### config.mk
export PLATFORM = sky130hd
export DESIGN_NAME = sort_engine
export DESIGN_NICKNAME = d
export VERILOG_FILES = /design/src/rtl/sort_engine.sv
export SDC_FILE = /design/constraint.sdc
export NUM_CORES = 1
export LEC_CHECK = 0
export BUFFER_PORTS_ARGS = -buffer_cell sky130_fd_sc_hd__buf_2
export CORE_MARGIN = 2
export CORE_UTILIZATION = 30
export CTS_CLUSTER_SIZE = 30
export DETAILED_ROUTE_END_ITERATION = 8
export SYNTH_ARGS = -nofsm -noshare
export SYNTH_HDL_FRONTEND = slang
export SYNTH_SLANG_ARGS = --single-unit
export TNS_END_PERCENT = 20
### constraint.sdc
create_clock -name clk -period 3.42 [get_ports clk]
set_input_delay 0 -clock clk [delete_from_list [all_inputs] [get_ports clk]]
set_output_delay 0 -clock clk [all_outputs]
set_load 0.005 [all_outputs]
### src/rtl/sort_engine.sv
// In-place ascending selection sort of N_ELEM 64-bit doublewords in Data_Memory.
// Every memory-side output is registered and loaded with the value for the state being entered.
module sort_engine #(
    parameter int          N_ELEM    = 8,
    parameter logic [63:0] BASE_ADDR = 64'd0,
    parameter int          CNT_W     = 16
) (
    input  logic             clk,
    input  logic             reset,
    input  logic             start,
    output logic             busy,
    output logic             done,
    output logic [63:0]      address,
    output logic [63:0]      write_data,
    output logic             memoryread,
    output logic             memorywrite,
    input  logic [63:0]      read_data,
    output logic [CNT_W-1:0] swap_count,
    output logic [2:0]       dbg_state
);

    // Index registers must hold N_ELEM itself because j is bumped past the last element.
    localparam int IDX_W = (N_ELEM < 2) ? 1 : $clog2(N_ELEM + 1);
    localparam logic [IDX_W-1:0] LAST_IDX = (N_ELEM < 2) ? '0 : IDX_W'(N_ELEM - 1);

    typedef enum logic [2:0] {
        S_IDLE   = 3'd0,
        S_LOAD   = 3'd1,
        S_SCAN   = 3'd2,
        S_SWAP_A = 3'd3,
        S_SWAP_B = 3'd4,
        S_NEXT   = 3'd5,
        S_DONE   = 3'd6
    } state_t;

    state_t           state;
    logic [IDX_W-1:0] i;
    logic [IDX_W-1:0] j;
    logic [IDX_W-1:0] min_idx;
    logic [63:0]      min_val;
    logic [63:0]      cur_val;

    logic             scan_lt;
    logic [IDX_W-1:0] scan_min_idx;
    logic [63:0]      scan_min_val;
    logic [IDX_W-1:0] i_inc;
    logic [IDX_W-1:0] j_inc;

    function automatic logic [63:0] addr_of(input logic [IDX_W-1:0] idx);
        return BASE_ADDR + {{(61 - IDX_W){1'b0}}, idx, 3'b000};
    endfunction

    // Running minimum including the element being read this cycle; strict compare keeps the first occurrence.
    always_comb begin
        scan_lt      = read_data < min_val;
        scan_min_idx = scan_lt ? j : min_idx;
        scan_min_val = scan_lt ? read_data : min_val;
        i_inc        = i + 1'b1;
        j_inc        = j + 1'b1;
    end

    assign dbg_state = state;

    always_ff @(posedge clk or negedge reset) begin
        if (!reset) begin
            state       <= S_IDLE;
            i           <= '0;
            j           <= '0;
            min_idx     <= '0;
            min_val     <= '0;
            cur_val     <= '0;
            busy        <= 1'b0;
            done        <= 1'b0;
            address     <= '0;
            write_data  <= '0;
            memoryread  <= 1'b0;
            memorywrite <= 1'b0;
            swap_count  <= '0;
        end else begin
            case (state)
                S_IDLE: begin
                    if (start) begin
                        swap_count <= '0;
                        i          <= '0;
                        busy       <= 1'b1;
                        if (N_ELEM < 2) begin
                            state <= S_DONE;
                            done  <= 1'b1;
                        end else begin
                            state      <= S_LOAD;
                            memoryread <= 1'b1;
                            address    <= addr_of('0);
                        end
                    end
                end
                S_LOAD: begin
                    cur_val <= read_data;
                    min_val <= read_data;
                    min_idx <= i;
                    j       <= i_inc;
                    address <= addr_of(i_inc);
                    state   <= S_SCAN;
                end
                S_SCAN: begin
                    min_val <= scan_min_val;
                    min_idx <= scan_min_idx;
                    j       <= j_inc;
                    if (j == LAST_IDX) begin
                        memoryread <= 1'b0;
                        if (scan_min_idx != i) begin
                            state       <= S_SWAP_A;
                            memorywrite <= 1'b1;
                            address     <= addr_of(i);
                            write_data  <= scan_min_val;
                        end else begin
                            state   <= S_NEXT;
                            address <= '0;
                        end
                    end else begin
                        address <= addr_of(j_inc);
                    end
                end
                S_SWAP_A: begin
                    state      <= S_SWAP_B;
                    address    <= addr_of(min_idx);
                    write_data <= cur_val;
                end
                S_SWAP_B: begin
                    swap_count  <= swap_count + CNT_W'(1);
                    state       <= S_NEXT;
                    memorywrite <= 1'b0;
                    address     <= '0;
                    write_data  <= '0;
                end
                S_NEXT: begin
                    i <= i_inc;
                    if (i_inc == LAST_IDX) begin
                        state <= S_DONE;
                        done  <= 1'b1;
                    end else begin
                        state      <= S_LOAD;
                        memoryread <= 1'b1;
                        address    <= addr_of(i_inc);
                    end
                end
                S_DONE: begin
                    state <= S_IDLE;
                    done  <= 1'b0;
                    busy  <= 1'b0;
                end
                default: begin
                    state       <= S_IDLE;
                    busy        <= 1'b0;
                    done        <= 1'b0;
                    address     <= '0;
                    write_data  <= '0;
                    memoryread  <= 1'b0;
                    memorywrite <= 1'b0;
                end
            endcase
        end
    end

endmodule
==> results by group <==
Floorplanning
  – Die Height: 224 um
  – Core area: 47600 sq um
  – Die ar.: 50000 sq um
  – Io pins: 218
  – Std cell rows: 80
  – Die X: 224 um
  – Initial Util: 30.4%

Logic synthesis
  – Post-synthesis sequential area ratio: 39.9%
  – Post-Syn Area: 14500 sq um
  – Unique masters post-synth: 57
  – Async set-reset flop share out of synthesis: 100%
  – Number of flops mapped to enable cells by yosys: 0
  – Post-synth top area share: 39.9%
  – Synth top area cells: dfrtp_1 (40%), mux2_2 (10%), nand3_1 (7.3%), ha_1 (5.8%), o2111a_1 (5.0%)
  – Post-synthesis cell count: 1547
  – Synth Register Bits: 231
  – Cell taking the most area after synthesis: dfrtp_1
  – Yosys warning count: 0
  – Top_reg_cell synth: dfrtp_1
  – Mean Syn Cell Area: 9.36 sq um

GRT
  – Vias in the first global route: 12522
  – Largest net degree at the start of global routing: 105
  – Gr usage total: 18.1%
  – Initial antenna violation count: 3
  – First-pass GRT wire length: 72500 um
  – Total grt overflow: 0

STA
  – Max frequency: 290 MHz
  – RSZ-0062 raised after global routing: true
  – Clk_skew: 0.00835 ns
  – Final setup fails: 10
  – Tcrit/Tclk final: 101%
  – Worst Tran Pin Value: 1.14 ns
  – Hold Vio Cnt, Final: 0
  – Crit path setup slack, layout: -0.0232 ns
  – Relative slew slack: 24.1%
  – Period minus WS final: 3.44 ns
  – Slew Limit Fails: 0

Drt
  – Number of remaining DRC errors: 0
  – Post-route antenna net violation count: 0
  – Vias post-DR: 12618
  – DR WL/cell: 19.9 um
  – Detailed Routing Iterations Pass 1: 5
  – Initial drt markers: 885
  – Routed WL: 47100 um
  – Post-DR vias/cell: 5.33

Layout
  – Layout cells sized above 1: 26.9%
  – Commonest cells after routing, fill and taps aside: dfrtp_1 (228), nand3_1 (195), buf_2 (156)
  – Syn-to-layout area delta: 21.8%
  – Final instance area: 17600 sq um
  – Fin util: 37.0%
  – Ant. Diodes: 0
  – Most common cell after layout, fill and taps aside: dfrtp_1
  – Fillcell total: 4756
  – Nets: 1867
  – Non-Filler Instances: 2367

Clocking
  – Clock Path Buffers: 3
  – Num CTS Buffers: 26
  – Clk sinks: 231
  – Clock transition at path regs: 0.06 ns
  – CTS root buffer: clkbuf_16
  – Depth of the CTS H-tree: 1
  – Worst-skew pair later-pin latency: 0.55 ns
  – CTS tree: yes

Pwr
  – Worst VDD drop: 0.598 mV
  – Leakage: 8.02 nW
  – Pwr Density: 913 nW/um^2

Placed design
  – Placed cells: 2241
  – Place WS: -0.202 ns
  – Area of placed instances: 15700 sq um
  – Final Wtd Congestion: 0.788
  – Post-DP HPWL: 27800 um
  – I/O Buffers: 157

Status
  – Failing checks: negative setup slack
  – Status: finished, violations left

Critical path
  – R2r worst-path depth: 15
  – WS Path Type: reg2reg
  – Setup crit start kind: register
  – Arr. time, crit path: 3.92 ns
  – CP Max Fanout: 8
  – WP data required: 3.90 ns
  – Worst Setup End Kind: register

Job
  – Max-Cap Viols: 0

Min path
  – HP Class: in2async
-- worst max-delay path: stages, from the launching register on --
cell	delay [ns]
dfrtp_1	0.34
inv_1	0.07
ha_1	0.28
and4_1	0.24
nand4_1	0.12
or4_1	0.54
o211ai_1	0.18
a211oi_4	0.15
o21ai_4	0.33
a31oi_4	0.07
buf_4	0.16
o31ai_4	0.29
buf_12	0.20
buf_6	0.20
nand3_1	0.09
nand3_1	0.10
-- per-layer routing --
layer	vias up	part of all wire, %	GRT usage [%]
met1	6273	44	23.9
li1	5874	-	-
met4	6	2.2	5.48
met5	-	0.074	0
met3	65	6.0	2.86
met2	400	48	30.3
-- registers in the layout, indices dropped and copies added, names as in the netlist --
| register | count |
|---|---|
| min_idx | 4 |
| cur_val | 64 |
| memorywrite | 1 |
| done | 1 |
| address | 4 |
| min_val | 64 |
| busy | 1 |
| dbg_state | 3 |
| j | 4 |
| i | 4 |
| write_data | 64 |
| memoryread | 1 |
| swap_count | 16 |
-- area by class of cell --
type | instances | area [sq um] | share of cell area (%)
Multi-Input combinational cell | 1122 | 7900 | 44.8
Sequential cell | 231 | 5790 | 32.8
Timing Repair Buffer | 282 | 2120 | 12.0
Tap cell | 615 | 769 | 4.36
Clock buffer | 39 | 751 | 4.26
Inverter | 70 | 263 | 1.49
Clock inverter | 8 | 47.5 | 0.270
-- power breakdown --
| part | switching, mW | internal (mW) | leakage, nW | total [mW] |
|---|---|---|---|---|
| combinational | 5.23 | 3.23 | 4.74 | 8.45 |
| sequential | 0.992 | 3.95 | 2.88 | 4.94 |
| clock | 1.20 | 1.52 | 0.397 | 2.72 |
-- what timing repair did --
action                     CTS  global route
setup buffers                6             3
hold endpoints to repair   280             0
setup endpoints to repair   67            71
cloned                       3             5
hold buffers                66             0
pin swaps                   18            35
gates resized for setup     10            34
-- synthesized netlist by cell type (3+ instances only) --
cell	number
a211oi_1	8
a21o_1	4
a21oi_1	101
a221o_1	5
a221oi_1	3
a22oi_1	4
a31oi_1	4
and2_0	3
and3_1	6
and4_1	6
buf_1	9
buf_2	20
buf_4	60
buf_6	6
clkbuf_1	88
dfrtp_1	231
ha_1	67
inv_1	69
mux2_2	128
nand2_1	118
nand2b_1	3
nand3_1	212
nand4_1	7
nor2_1	96
nor3_1	10
o2111a_1	64
o211ai_1	23
o211ai_2	45
o21ai_0	100
o22ai_1	4
o31ai_1	3
xnor2_1	3
xor2_1	8
-- cell families (layout without fill, tap and decap cells) --
family	after synthesis	count (layout)	synth area share, %
buf+inv	253	399	8.60
other cells	1	60	0.0259
mux	130	130	10.1
fa+ha+maj	67	67	5.79
xor+xnor	11	11	0.666
flops	231	231	39.9
compound gates	383	383	19.9
simple gates	471	471	15.0
-- metrics by stage --
| stage | power (mW) | hold WS [ns] | setup TNS, ns |
|---|---|---|---|
| 2_1_floorplan | 10.3 | -0.296 | 0 |
| 3_3_place_gp | 12.7 | 0.0559 | -1.53 |
| 3_5_place_dp | 12.9 | 0.0646 | -8.16 |
| 4_1_cts | 16.0 | 0.0716 | -0.103 |
| 5_1_grt | 17.2 | 0.118 | -7.25 |
| 6_report | 16.1 | 0.0393 | -0.111 |
-- path summary, 6_finish.rpt --
check	startpoint	to	slack [ns]
max reg2reg	min_val[12]	write_data[11]	-0.02
min in group clk	read_data[6]	min_val[6]	0.25
min	reset	write_data[17]	0.04
min reg2reg	swap_count[15]	swap_count[15]	0.50
max in group asynchronous	reset	write_data[5]	2.44
max	min_val[12]	write_data[11]	-0.02
Note: power is estimated with default switching activity, not from simulation.
